File: config.mk
export PLATFORM = sky130hd
export DESIGN_NAME = proc_run_ctrl
export DESIGN_NICKNAME = d
export VERILOG_FILES = /design/src/rtl/proc_run_pkg.sv /design/src/rtl/debounce_sync.sv /design/src/rtl/proc_run_ctrl.sv
export SDC_FILE = /design/constraint.sdc
export NUM_CORES = 1
export LEC_CHECK = 0
export CORE_MARGIN = 4
export CORE_UTILIZATION = 35
export CTS_BUF_LIST = sky130_fd_sc_hd__clkbuf_4
export CTS_CLUSTER_DIAMETER = 80
export DETAILED_ROUTE_END_ITERATION = 8
export SYNTH_ARGS = -nofsm -noshare
export SYNTH_HDL_FRONTEND = slang
export SYNTH_HIERARCHICAL = 1
export SYNTH_SLANG_ARGS = --single-unit
File: constraint.sdc
create_clock -name Clk -period 2.1 [get_ports Clk]
set_input_delay 0.42 -clock Clk [delete_from_list [all_inputs] [get_ports Clk]]
set_output_delay 0.42 -clock Clk [all_outputs]
set_load 0.05 [all_outputs]
File: src/rtl/proc_run_pkg.sv
// Shared types for the processor run/step/breakpoint sequencer.
package proc_run_pkg;

  typedef enum logic [1:0] {
    ST_HALT  = 2'd0,
    ST_RUN   = 2'd1,
    ST_STEP  = 2'd2,
    ST_BREAK = 2'd3
  } run_state_t;

  localparam int PC_W = 32;

endpackage

File: src/rtl/debounce_sync.sv
// Two-flop synchronizer plus debounce filter for a bouncy board input,
// producing a clean level and one-cycle rise/fall pulses.
module debounce_sync #(
  parameter int DEB_CYCLES = 1000000
) (
  input  logic Clk,
  input  logic Reset,
  input  logic raw,
  output logic level,
  output logic rise,
  output logic fall
);

  localparam int CW = $clog2(DEB_CYCLES + 1);
  localparam logic [CW-1:0] CNT_LAST = CW'(DEB_CYCLES - 1);

  logic [1:0]    sync;
  logic [CW-1:0] cnt;

  // cnt tracks how many consecutive cycles sync[1] has disagreed with level;
  // the flip happens on the DEB_CYCLES-th such cycle.
  always_ff @(posedge Clk or posedge Reset) begin
    if (Reset) begin
      sync  <= 2'b00;
      cnt   <= '0;
      level <= 1'b0;
      rise  <= 1'b0;
      fall  <= 1'b0;
    end else begin
      sync <= {sync[0], raw};
      rise <= 1'b0;
      fall <= 1'b0;
      if (sync[1] != level) begin
        if (cnt == CNT_LAST) begin
          level <= sync[1];
          rise  <= sync[1];
          fall  <= ~sync[1];
          cnt   <= '0;
        end else begin
          cnt <= cnt + CW'(1);
        end
      end else begin
        cnt <= '0;
      end
    end
  end

endmodule

File: src/rtl/proc_run_ctrl.sv
// Run/step/breakpoint sequencer: issues one-cycle proc_en pulses to the
// processor and exports its state and pulse count for the display path.
module proc_run_ctrl
  import proc_run_pkg::*;
#(
  parameter int RUN_DIV    = 50000000,
  parameter int DEB_CYCLES = 1000000,
  parameter int CNT_W      = 32
) (
  input  logic             Clk,
  input  logic             Reset,
  input  logic             run_sw,
  input  logic             step_btn,
  input  logic             bp_en,
  input  logic [PC_W-1:0]  bp_addr,
  input  logic [PC_W-1:0]  pc_addr,
  output logic             proc_en,
  output logic             halted,
  output logic [1:0]       state,
  output logic [CNT_W-1:0] cycle_count
);

  localparam int TICK_W = $clog2(RUN_DIV);
  localparam logic [TICK_W-1:0] TICK_LAST = TICK_W'(RUN_DIV - 1);

  run_state_t        cur_state;
  logic [TICK_W-1:0] tick;
  logic              skip;
  logic              run_level, run_rise, run_fall;
  logic              step_level, step_rise, step_fall;
  logic              fire, bp_hit;
  logic              unused_inputs;

  debounce_sync #(.DEB_CYCLES(DEB_CYCLES)) u_run_deb (
    .Clk   (Clk),
    .Reset (Reset),
    .raw   (run_sw),
    .level (run_level),
    .rise  (run_rise),
    .fall  (run_fall)
  );

  debounce_sync #(.DEB_CYCLES(DEB_CYCLES)) u_step_deb (
    .Clk   (Clk),
    .Reset (Reset),
    .raw   (step_btn),
    .level (step_level),
    .rise  (step_rise),
    .fall  (step_fall)
  );

  assign unused_inputs = ^{run_level, step_level, step_fall};

  assign fire   = (tick == TICK_LAST);
  assign bp_hit = bp_en && (pc_addr == bp_addr);
  assign state  = cur_state;
  assign halted = (cur_state == ST_HALT) || (cur_state == ST_BREAK);

  // skip lets the instruction sitting on the breakpoint execute once after a resume.
  always_ff @(posedge Clk or posedge Reset) begin
    if (Reset) begin
      cur_state   <= ST_HALT;
      tick        <= '0;
      skip        <= 1'b0;
      proc_en     <= 1'b0;
      cycle_count <= '0;
    end else begin
      proc_en <= 1'b0;
      if (proc_en) cycle_count <= cycle_count + CNT_W'(1);
      case (cur_state)
        ST_HALT: begin
          if (run_rise) begin
            cur_state <= ST_RUN;
            tick      <= '0;
            skip      <= 1'b1;
          end else if (step_rise) begin
            cur_state <= ST_STEP;
            proc_en   <= 1'b1;
          end
        end
        ST_RUN: begin
          if (run_fall) begin
            cur_state <= ST_HALT;
          end else begin
            tick <= fire ? '0 : tick + TICK_W'(1);
            if (fire) begin
              if (bp_hit && !skip) begin
                cur_state <= ST_BREAK;
              end else begin
                proc_en <= 1'b1;
                skip    <= 1'b0;
              end
            end
          end
        end
        ST_STEP: begin
          cur_state <= ST_HALT;
        end
        ST_BREAK: begin
          if (run_rise) begin
            cur_state <= ST_RUN;
            tick      <= '0;
            skip      <= 1'b1;
          end else if (step_rise) begin
            cur_state <= ST_STEP;
            proc_en   <= 1'b1;
          end else if (run_fall) begin
            cur_state <= ST_HALT;
          end
        end
        default: cur_state <= ST_HALT;
      endcase
    end
  end

endmodule

After elaboration in Yosys (flattened, before gate mapping)
Index checks and enable logic that the tools add are counted.
Operators by class
  muxes and demuxes: 34
  equal/unequal tests: 17
  reductions and logical operators: 12
  add/sub/neg operators: 4
  bitwise gates (word level): 1
Operator list (count)
  20-bit two-way mux: 4
  26-bit two-way mux: 3
  26-bit one-hot mux with 2 select lines: 1
  20-bit by 1-bit adder with 20-bit output (second input constant): 2
  20-bit equality test (second input constant): 2
  32-bit by 1-bit adder with 32-bit output (second input constant): 1
  32-bit equality test: 1
  26-bit by 1-bit adder with 26-bit output (second input constant): 1
  26-bit equality test (second input constant): 1
  2-bit two-way mux: 8
  1-bit two-way mux: 15
  2-bit one-hot mux with 4 select lines: 1
  2-bit inequality test (second input constant): 3
  3-bit by 2-bit inequality test with 1-bit output (second input constant): 2
  5-bit AND reduction: 1
  2-bit equality test (second input constant): 2
  4-bit by 1-bit inequality test with 1-bit output (second input constant): 1
  1-bit one-hot mux with 2 select lines: 2
  2-bit AND reduction: 2
  4-bit AND reduction: 1
  3-bit by 1-bit inequality test with 1-bit output (second input constant): 1
  3-bit AND reduction: 1
  2-bit by 1-bit equality test with 1-bit output (second input constant): 1
  1-bit logical AND: 2
  8 further kinds: 9
Word-level totals
  bits in registers: 111
  word-level logic and storage cells: 82
  output and inout bits: 36

Longest topological paths before layout
Gate-level depths: netlist of run 1.
  depth in word-level cells: 7
  depth in mapped cells: 8

Modules after synthesis
The synthesis of run 1 kept the hierarchy.
By module, submodules not included
  proc_run_ctrl: area each 3400.8 sq um, cells each 344, instances 1
  debounce_sync: area each 1188.6 sq um, cells each 111, instances 2

Least setup slack after synthesis of run 1
Ideal clock, no wire load.
  kind: flip-flop to flip-flop
  start: register cur_state[0] (netlist: state[0])
  end: register tick[10]
  data arrival time: 2378 ps
  period minus slack after synthesis: 2510 ps
  setup slack: -410 ps
  stages on the path, launching flop included: 8
  path through: dfrtp_1 > inv_1 > ha_1 > inv_1 > nor2_1 > nor2_1 > clkbuf_1 > nor2_1
Between the ends
  word-level cells in the longest chain between the ends: 4
  elaborated cells on any way between the ends: 9
RTL lines
  from (decl): RTL line proc_run_ctrl.sv:26  | run_state_t cur_state;
  from (signal assigned): RTL line proc_run_ctrl.sv:62  | cur_state <= ST_HALT;
  from (signal assigned): RTL line proc_run_ctrl.sv:73  | cur_state <= ST_RUN;
  from (signal assigned): RTL line proc_run_ctrl.sv:77  | cur_state <= ST_STEP;
  2-bit equality test / 2-bit zero test (equally long branches): RTL line proc_run_ctrl.sv:70  | case (cur_state)
  2-bit OR reduction (no line)
  2-bit by 1-bit inequality test with 1-bit output (no line) / 2-bit nonzero test (equally long branches)
  3-bit AND reduction (no line)
  to (signal assigned): RTL line proc_run_ctrl.sv:85  | tick <= fire ? '0 : tick + TICK_W'(1);
  to (decl): RTL line proc_run_ctrl.sv:27  | logic [TICK_W-1:0] tick;
Parallel ways exist; a longest one is shown, timed or not.
A chain may end at the register's enable or synchronous reset.

Worst setup path in the final report of run 1
  start: register tick[1]
  end: register tick[0]
Between the ends
  word-level cells in the longest chain between the ends: 4
RTL lines
  26-bit equality test: RTL line proc_run_ctrl.sv:54  | assign fire = (tick == TICK_LAST);
  26-bit two-way mux: RTL line proc_run_ctrl.sv:85
  26-bit two-way mux: RTL line proc_run_ctrl.sv:82  | if (run_fall) begin
  26-bit one-hot mux with 2 select lines: RTL line proc_run_ctrl.sv:70
No other way between the ends. The select of a mux whose other input is x is not followed.

==> results.json, run 1 <==
{
  "drtIter0Drc": 213,
  "fillers": 1536,
  "crit_slowest_cell": "or4b_1",
  "synthToLayoutAreaGrowth_pct": 33.8,
  "required_ns": 2.47,
  "worst_slew_pin_slew_ns": 0.538,
  "status": "finished with violations",
  "leakagePower_nw": 3.45,
  "power_density_mw_per_mm2": 441,
  "via_count": 4740,
  "wl_um": 13000,
  "fin_crit_sh_pct": 105,
  "drv_cap": 0,
  "syn_area_mm2": 0.00575,
  "slew-limit-headroom_pct": 64.3,
  "portBuffers": 104,
  "wl_per_cell_um": 13.7,
  "dieArea_mm2": 0.0185,
  "synth_cells": 564,
  "finalHoldViolations": 0,
  "core.rowCount": 46,
  "critPathLaunchType": "flop",
  "skew_ns": 0.0116,
  "hp-class": "in -> async",
  "slowest_delay_ns": 0.48,
  "finalNetCount": 805,
  "clk_path_buf_depth": 2,
  "firstDrtPassIters": 4,
  "grt_pass1_vias": 4720,
  "clk_pin_slew_ns": 0.15,
  "multi_input_area_mm2": 0.00298,
  "cts_num_sinks": 111,
  "cts_buffers": 9,
  "dpl.cell_count": 920,
  "gp_congestion": 0.839,
  "slew_violations": 0,
  "route.detailed.drc": 0,
  "post-route-min-period_ns": 2.20,
  "grt_overflow_total": 0,
  "rr_worst_depth": 6,
  "final_layout_size_suffix_gt1_share_pct": 17.2,
  "die_w_um": 136,
  "via_per_inst": 4.99,
  "layout_setup_ws_ns": -0.0972,
  "setup_viol_count_final": 5,
  "grt_max_degree": 63,
  "cts_tree": "yes",
  "cp.arrival_ns": 2.56,
  "final_cell_mix": "dfrtp_1, xor2_1, clkdlybuf4s50_1, nor2_1, buf_4",
  "violations": "negative setup slack",
  "layout_commonest_cell": "dfrtp_1",
  "crit_path_end_kind": "flop",
  "core_region_area_mm2": 0.0160,
  "cts_root_buf": "clkbuf_4",
  "p_total_w": 0.00339,
  "htree_levels": 3,
  "yosys_warnings": 6,
  "grt_pass1_wl_um": 21600,
  "crit_buf_inv": 0,
  "rsz0062_at_grt": "true",
  "path_cells": "ha_4 -> nand4_4 -> or4b_1 -> or4_4 -> and3_4 -> mux2_2",
  "post-dp-hpwl_um": 9630,
  "cp_num_cells": 6,
  "ioPinCount": 105,
  "clock_latency_ns": 0.47,
  "critPathMaxFanout": 8,
  "synth.avg_cell_area_um2": 10.2,
  "syn-num-nets": 641,
  "die_h_um": 136,
  "cpLargestDelayFamily": "simple AND/OR/NAND/NOR gates",
  "antenna_found_initial": 1,
  "start_util_pct": 35.9,
  "fin_cells": 950,
  "ir_worst_vdd_v": 0.000228,
  "critical_path_class": "reg -> reg",
  "ff_latch_area_mm2": 0.00279,
  "track_usage_pct": 14.3,
  "detail-route-antenna-nets": 0,
  "fmax_mhz": 455
}
[per-stage QoR]
step / hold WS [ns] / area, um2 / setup TNS [ns] / setup slack (ns) / util (%)
floorplan: 0.331 / 5780 / -0.679 / -0.170 / -
global placement: 0.333 / 7410 / -2.15 / -0.441 / 46.3
detailed placement: 0.337 / 7410 / -2.12 / -0.428 / 46.3
CTS: 0.318 / 7590 / -0.387 / -0.113 / 47.4
global route: 0.348 / 7690 / -0.642 / -0.153 / 48.0
finish: 0.351 / 7690 / -0.285 / -0.0972 / 48.0
[metal layers]
layer	vias to the layer above	track usage, %	wire length (um)
met4	0	6.10	303
met3	22	3.07	598
met1	2303	18.0	5840
met2	101	23.6	6290
met5	-	0	0
li1	2314	-	-
[where the power goes]
group	leakage [nW]	switching [W]	total, W	internal, W
Clock	0.0687	0.000675	0.000956	0.000280
Combinational	1.87	0.000111	0.000273	0.000163
Sequential	1.52	0.0000117	0.00216	0.00215
Total	3.45	0.000798	0.00339	0.00259
[path summary, 6_finish.rpt]
kind | from | end | slack, ns
worst max-delay path | tick[1]$_DFFE_PP0P_ | tick[0]$_DFFE_PP0P_ | -0.1
worst min-delay path | Reset | u_step_deb/cnt[0]$_DFF_PP0_ | 0.35
worst max register to register | tick[1]$_DFFE_PP0P_ | tick[0]$_DFFE_PP0P_ | -0.1
worst min register to register | u_run_deb/sync[0]$_DFF_PP0_ | u_run_deb/sync[1]$_DFF_PP0_ | 0.37
max in group asynchronous | Reset | cycle_count[4]$_DFFE_PP0P_ | 1.45
min in group Clk | u_run_deb/sync[0]$_DFF_PP0_ | u_run_deb/sync[1]$_DFF_PP0_ | 0.37
[sequential cells by signal (all words and copies together) (netlist names)]
signal            cells
skip                  1
u_step_deb/sync       2
u_run_deb/rise        1
proc_en               1
u_run_deb/sync        2
cycle_count          32
u_run_deb/cnt        20
state                 2
tick                 26
u_run_deb/fall        1
u_step_deb/rise       1
u_run_deb/level       1
u_step_deb/level      1
u_step_deb/cnt       20
[what timing repair did]
action	CTS	global route
resized for setup	40	13
setup endpoints to repair	40	31
hold buffers	0	0
gates cloned	0	0
buffers inserted	8	5
pin swaps	6	3
[worst register-to-register path, stage by stage (launching register included)]
cell	delay [ns]
dfrtp_1	0.43
ha_4	0.17
nand4_4	0.10
or4b_1	0.48
or4_4	0.44
and3_4	0.22
mux2_2	0.27
[layout make-up]
class,count,share of cell area (%)
Tap cell,216,3.52
Inverter,14,0.732
Antenna cell,1,0.0326
Timing Repair Buffer,164,19.3
Multi-Input combinational cell,428,38.7
Clock inverter,4,0.293
Sequential cell,111,36.2
Clock buffer,12,1.17
(Power assumes the default switching activity.)
==> run 2, diff against run 1 <==
--- a/config.mk
+++ b/config.mk
@@ -10,7 +10,8 @@
 export CTS_BUF_LIST = sky130_fd_sc_hd__clkbuf_4
 export CTS_CLUSTER_DIAMETER = 80
 export DETAILED_ROUTE_END_ITERATION = 8
+export PLACE_DENSITY_LB_ADDON = 0.1
+export SKIP_CTS_REPAIR_TIMING = 1
 export SYNTH_ARGS = -nofsm -noshare
 export SYNTH_HDL_FRONTEND = slang
-export SYNTH_HIERARCHICAL = 1
 export SYNTH_SLANG_ARGS = --single-unit
==> results.json, run 2 <==
{
  "path_cells": "inv_2 -> ha_4 -> buf_4 -> inv_2 -> buf_12",
  "htree_levels": 3,
  "route.detailed.drc": 0,
  "antenna_found_initial": 0,
  "ir_worst_vdd_v": 0.000289,
  "post-dp-hpwl_um": 10100,
  "core.rowCount": 46,
  "clk_pin_slew_ns": 0.19,
  "largest_register_ffs": 32,
  "dpl.cell_count": 916,
  "synthFlopType": "dfrtp_1",
  "synth_seq_area_share_pct": 49.2,
  "rsz0062_at_grt": "true",
  "slowest_delay_ns": 0.48,
  "start_util_pct": 35.7,
  "detail-route-antenna-nets": 0,
  "syn_area_mm2": 0.00565,
  "critical_path.most_common_cell": "inv_2",
  "critPathLaunchType": "flop",
  "drtIter0Drc": 218,
  "final_layout_size_suffix_gt1_share_pct": 13.5,
  "diodes": 0,
  "power_density_mw_per_mm2": 469,
  "fillers": 1485,
  "drv_cap": 0,
  "yosys.area.top_type": "dfrtp_1",
  "synth_seq_cells": 111,
  "critPathMaxFanout": 5,
  "grt_pass1_vias": 4420,
  "p_seq_share_pct": 59.8,
  "fin_crit_sh_pct": 97.2,
  "clock_latency_ns": 0.48,
  "skew_ns": 0.0301,
  "wl_um": 13400,
  "core_region_area_mm2": 0.0158,
  "cts_tree": "yes",
  "portBuffers": 104,
  "clk_path_buf_depth": 2,
  "synth_cells": 561,
  "finalNetCount": 794,
  "synth_top_area_share_pct": 49.2,
  "cts_num_sinks": 111,
  "largest-register": "cycle_count",
  "hp-class": "in -> async",
  "p_total_w": 0.00362,
  "syn-num-nets": 639,
  "worst_slew_pin_slew_ns": 0.576,
  "via_per_inst": 4.78,
  "finalHoldViolations": 0,
  "slew-limit-headroom_pct": 61.5,
  "critical_path_class": "reg -> out",
  "layout_commonest_cell": "dfrtp_1",
  "dpl_cell_area_mm2": 0.00735,
  "netSwitchingPower_w": 0.000877,
  "preCtsSetupSlack_ns": -0.369,
  "required_ns": 1.68,
  "leakagePower_nw": 3.88,
  "wl_per_cell_um": 14.3,
  "slew_violations": 0,
  "fin_cells": 937,
  "cp.arrival_ns": 1.62,
  "final_area_mm2": 0.00772,
  "grt_max_degree": 25,
  "synth_edf_count": 0,
  "via_count": 4476,
  "fmax_mhz": 490,
  "gp_congestion": 0.846,
  "die_h_um": 135,
  "ys_top_cells_by_count": "dfrtp_1, nor2_1, xor2_1",
  "crit_path_end_kind": "output pin",
  "layout_setup_ws_ns": 0.0597,
  "final_cell_mix": "dfrtp_1, nor2_1, xor2_1, clkdlybuf4s50_1, xnor2_1",
  "reg2reg_slack_ns": 0.09,
  "synthToLayoutAreaGrowth_pct": 36.7,
  "track_usage_pct": 14.7,
  "synth.avg_cell_area_um2": 10.1,
  "power_frac_clock_pct": 31.6,
  "cts_buffers": 9,
  "combPwrFrac_pct": 8.6,
  "yosys-top-cells-area": "dfrtp_1, xor2_1, xnor2_1",
  "post-route-min-period_ns": 2.04,
  "status": "finished clean",
  "yosys_warnings": 0,
  "dieArea_mm2": 0.0182,
  "async_reset_ff_share_pct": 100,
  "die_w_um": 135,
  "firstDrtPassIters": 5,
  "grt_overflow_total": 0,
  "swShare_pct": 24.2,
  "cts_root_buf": "clkbuf_4",
  "synth_most_common_cell": "dfrtp_1",
  "grt_pass1_wl_um": 21900,
  "setup_viol_count_final": 0,
  "reg.largest.list": "cycle_count x32, tick x26",
  "internal_power_w": 0.00274,
  "ioPinCount": 105,
  "yosys.cell_types.count": 44,
  "crit_slowest_cell": "dfrtp_2"
}
==> run 2: path summary, 6_finish.rpt <==
| kind | depth (start not counted) | from | endpoint |
|---|---|---|---|
| worst max-delay path | 5 | state[1]$_DFFE_PP0P_ | halted |
| worst min-delay path | 2 | Reset | cycle_count[21]$_DFFE_PP0P_ |
| worst max register to register | 6 | tick[20]$_DFFE_PP0P_ | state[0]$_DFFE_PP0P_ |
| worst min register to register | 0 | u_step_deb.sync[0]$_DFF_PP0_ | u_step_deb.sync[1]$_DFF_PP0_ |
| max in group asynchronous | 3 | Reset | u_run_deb.cnt[11]$_DFF_PP0_ |
| min in group Clk | 1 | run_sw | u_run_deb.sync[0]$_DFF_PP0_ |
==> run 2: cells by family after synthesis <==
family	Yosys count	share of synthesized area (%)
flip-flops	111	49.2
XOR/XNOR	119	18.5
buffers and inverters	20	1.42
multiplexers	6	1.17
adder cells (fa/ha/maj)	9	1.99
AO/OA/AOI/OAI	19	2.13
AND/OR/NAND/NOR	277	25.6
==> run 2: layout make-up <==
| class | instances | area (um2) | area share [%] |
|---|---|---|---|
| clock inverter | 5 | 65.1 | 0.843 |
| timing repair buffer | 152 | 1580 | 20.5 |
| sequential | 111 | 2780 | 36.0 |
| clock buffer | 11 | 82.6 | 1.07 |
| inverter | 12 | 51.3 | 0.665 |
| multi-input combinational | 430 | 2880 | 37.4 |
| tap | 216 | 270 | 3.50 |
==> run 2: through the flow <==
stage / TNS [ns] / hold WS [ns] / utilization (%)
floorplan: 0 / 0.331 / -
global placement: -1.23 / 0.339 / 46.4
detailed placement: -1.25 / 0.336 / 46.4
CTS: -4.01 / 0.314 / 47.4
global route: -0.168 / 0.309 / 48.8
finish: 0 / 0.315 / 48.8
==> run 2: power by group through the flow <==
| stage | sequential, W | clock [W] | combinational, W |
|---|---|---|---|
| 4_1_cts | 0.00217 | 0.00119 | 0.000315 |
| 2_1_floorplan | 0.00220 | 0 | 0.000109 |
| 6_report | 0.00217 | 0.00114 | 0.000310 |
| 3_3_place_gp | 0.00220 | 0 | 0.000309 |
| 3_5_place_dp | 0.00220 | 0 | 0.000314 |
| 5_1_grt | 0.00217 | 0.00128 | 0.000343 |
==> run 2: critical path, delay by kind of cell (launching register included) <==
family / cells / cell delay (ns)
buffers and inverters: 4 / 0.47
DFF: 1 / 0.48
adders and majority gates: 1 / 0.21
==> run 2: routing by layer <==
layer	GRT usage (%)	share of wire [%]	vias up	routed length, um
li1	-	-	2238	-
met3	3.17	2.5	13	329
met2	24.9	51	39	6760
met4	3.86	1.1	0	149
met5	0	0	-	0
met1	19.3	46	2186	6120
==> run 3, diff against run 2 <==
--- a/config.mk
+++ b/config.mk
@@ -11,6 +11,7 @@
 export CTS_CLUSTER_DIAMETER = 80
 export DETAILED_ROUTE_END_ITERATION = 8
 export PLACE_DENSITY_LB_ADDON = 0.1
+export REMOVE_ABC_BUFFERS = 1
 export SKIP_CTS_REPAIR_TIMING = 1
 export SYNTH_ARGS = -nofsm -noshare
 export SYNTH_HDL_FRONTEND = slang
==> constraint.sdc (replaced) <==
create_clock -name Clk -period 2.4 [get_ports Clk]
set_input_delay 0.48 -clock Clk [delete_from_list [all_inputs] [get_ports Clk]]
set_output_delay 0.48 -clock Clk [all_outputs]
set_load 0.05 [all_outputs]
==> results.json, run 3 (synthesis results as in run 2) <==
{
  "clk_path_buf_depth": 2,
  "detail-route-antenna-nets": 0,
  "die_w_um": 135,
  "worst_slew_pin_slew_ns": 0.530,
  "core_region_area_mm2": 0.0158,
  "cts_buffers": 9,
  "firstDrtPassIters": 4,
  "clk_pin_slew_ns": 0.16,
  "core.rowCount": 46,
  "status": "finished clean",
  "htree_levels": 3,
  "final_cell_mix": "dfrtp_1, clkdlybuf4s50_1, nor2_1, xor2_1, xnor2_1",
  "finalHoldViolations": 0,
  "antenna_found_initial": 0,
  "holdWs_ns": 0.361,
  "critPathLaunchType": "flop",
  "largest_register_ffs": 32,
  "path_cells": "clkdlybuf4s50_1",
  "drv_cap": 0,
  "finalNetCount": 766,
  "critPathMaxFanout": 7,
  "layout_commonest_cell": "dfrtp_1",
  "rsz0062_at_grt": "true",
  "start_util_pct": 35.7,
  "cts_num_sinks": 111,
  "p_total_w": 0.00321,
  "grt_overflow_total": 0,
  "slew-limit-headroom_pct": 64.5,
  "crit_path_end_kind": "output pin",
  "die_h_um": 135,
  "power_frac_clock_pct": 33.2,
  "clock_latency_ns": 0.47,
  "critical_path_class": "reg -> out",
  "fin_cells": 909,
  "skew_ns": 0.0161,
  "grt_pass1_vias": 4399,
  "power_density_mw_per_mm2": 441,
  "ioPinCount": 105,
  "cts_root_buf": "clkbuf_4",
  "diodes": 0,
  "setup_tns_ns": 0,
  "crit_slowest_cell": "clkdlybuf4s50_1",
  "portBuffers": 104,
  "crit_buf_inv": 1,
  "cpLargestDelayFamily": "buffers and inverters",
  "route.detailed.drc": 0,
  "required_ns": 1.92,
  "wl_um": 12600,
  "setup_viol_count_final": 0,
  "swShare_pct": 23.1,
  "ir_worst_vdd_v": 0.000409,
  "drtIter0Drc": 198,
  "combPwrFrac_pct": 7.8,
  "fillers": 1514,
  "layout_setup_ws_ns": 0.127,
  "final_layout_size_suffix_gt1_share_pct": 7.50,
  "grt_pass1_wl_um": 21300,
  "synthToLayoutAreaGrowth_pct": 29.0,
  "post-route-min-period_ns": 2.27,
  "grt_max_degree": 53,
  "netSwitchingPower_w": 0.000741,
  "via_count": 4364,
  "gp_congestion": 0.801,
  "wl_per_cell_um": 13.9,
  "hp-class": "in -> async",
  "dpl.cell_count": 893,
  "slowest_delay_ns": 0.84,
  "fin_crit_sh_pct": 94.7,
  "fmax_mhz": 440,
  "leakagePower_nw": 3.12,
  "slew_violations": 0,
  "internal_power_w": 0.00247,
  "preCtsSetupSlack_ns": -0.229,
  "largest-register": "cycle_count",
  "track_usage_pct": 14.3,
  "via_per_inst": 4.80,
  "dieArea_mm2": 0.0182,
  "post-dp-hpwl_um": 9620,
  "reg.largest.list": "cycle_count x32, tick x26",
  "cp.arrival_ns": 1.79,
  "cts_tree": "yes",
  "p_seq_share_pct": 59.0
}
-- run 3: path summary, 6_finish.rpt --
path | startpoint | to | slack (ns) | cells past startpoint
worst min-delay path | Reset | u_step_deb.rise$_DFF_PP0_ | 0.36 | 2
worst max register to register | state[1]$_DFFE_PP0P_ | tick[14]$_DFFE_PP0P_ | 0.19 | 8
worst min register to register | u_step_deb.sync[0]$_DFF_PP0_ | u_step_deb.sync[1]$_DFF_PP0_ | 0.38 | 0
worst max-delay path | cycle_count[11]$_DFFE_PP0P_ | cycle_count[11] | 0.13 | 1
min in group Clk | u_step_deb.sync[0]$_DFF_PP0_ | u_step_deb.sync[1]$_DFF_PP0_ | 0.38 | 0
max in group asynchronous | Reset | cycle_count[23]$_DFFE_PP0P_ | 1.42 | 3
-- run 3: power by group through the flow --
stage	registers, W	logic (W)	clock network (W)
6_report	0.00189	0.000250	0.00107
4_1_cts	0.00190	0.000257	0.00113
3_3_place_gp	0.00193	0.000250	0
3_5_place_dp	0.00193	0.000255	0
2_1_floorplan	0.00193	0.0000928	0
5_1_grt	0.00190	0.000279	0.00120
-- run 3: stage by stage --
step | instance area, um2 | util, %
after floorplan | 5610 | -
final | 7280 | 46.0
after global routing | 7280 | 46.0
after CTS | 7260 | 45.9
after global placement | 7100 | 44.8
after detailed placement | 7100 | 44.8
-- run 3: layout make-up --
class	instances	area (um2)	area share (%)
Clock buffer	10	75.1	1.03
Clock inverter	6	90.1	1.24
Inverter	12	47.5	0.653
Multi-Input combinational cell	430	2810	38.5
Sequential cell	111	2780	38.1
Tap cell	216	270	3.71
Timing Repair Buffer	124	1220	16.7
-- run 3: per-layer routing --
metal  up-vias  GRT usage (%)  routed length, um
met5         -              0                  0
met4         0           3.19                123
li1       2180              -                  -
met2        40           25.2               6600
met1      2134           17.9               5540
met3        10           3.32                335
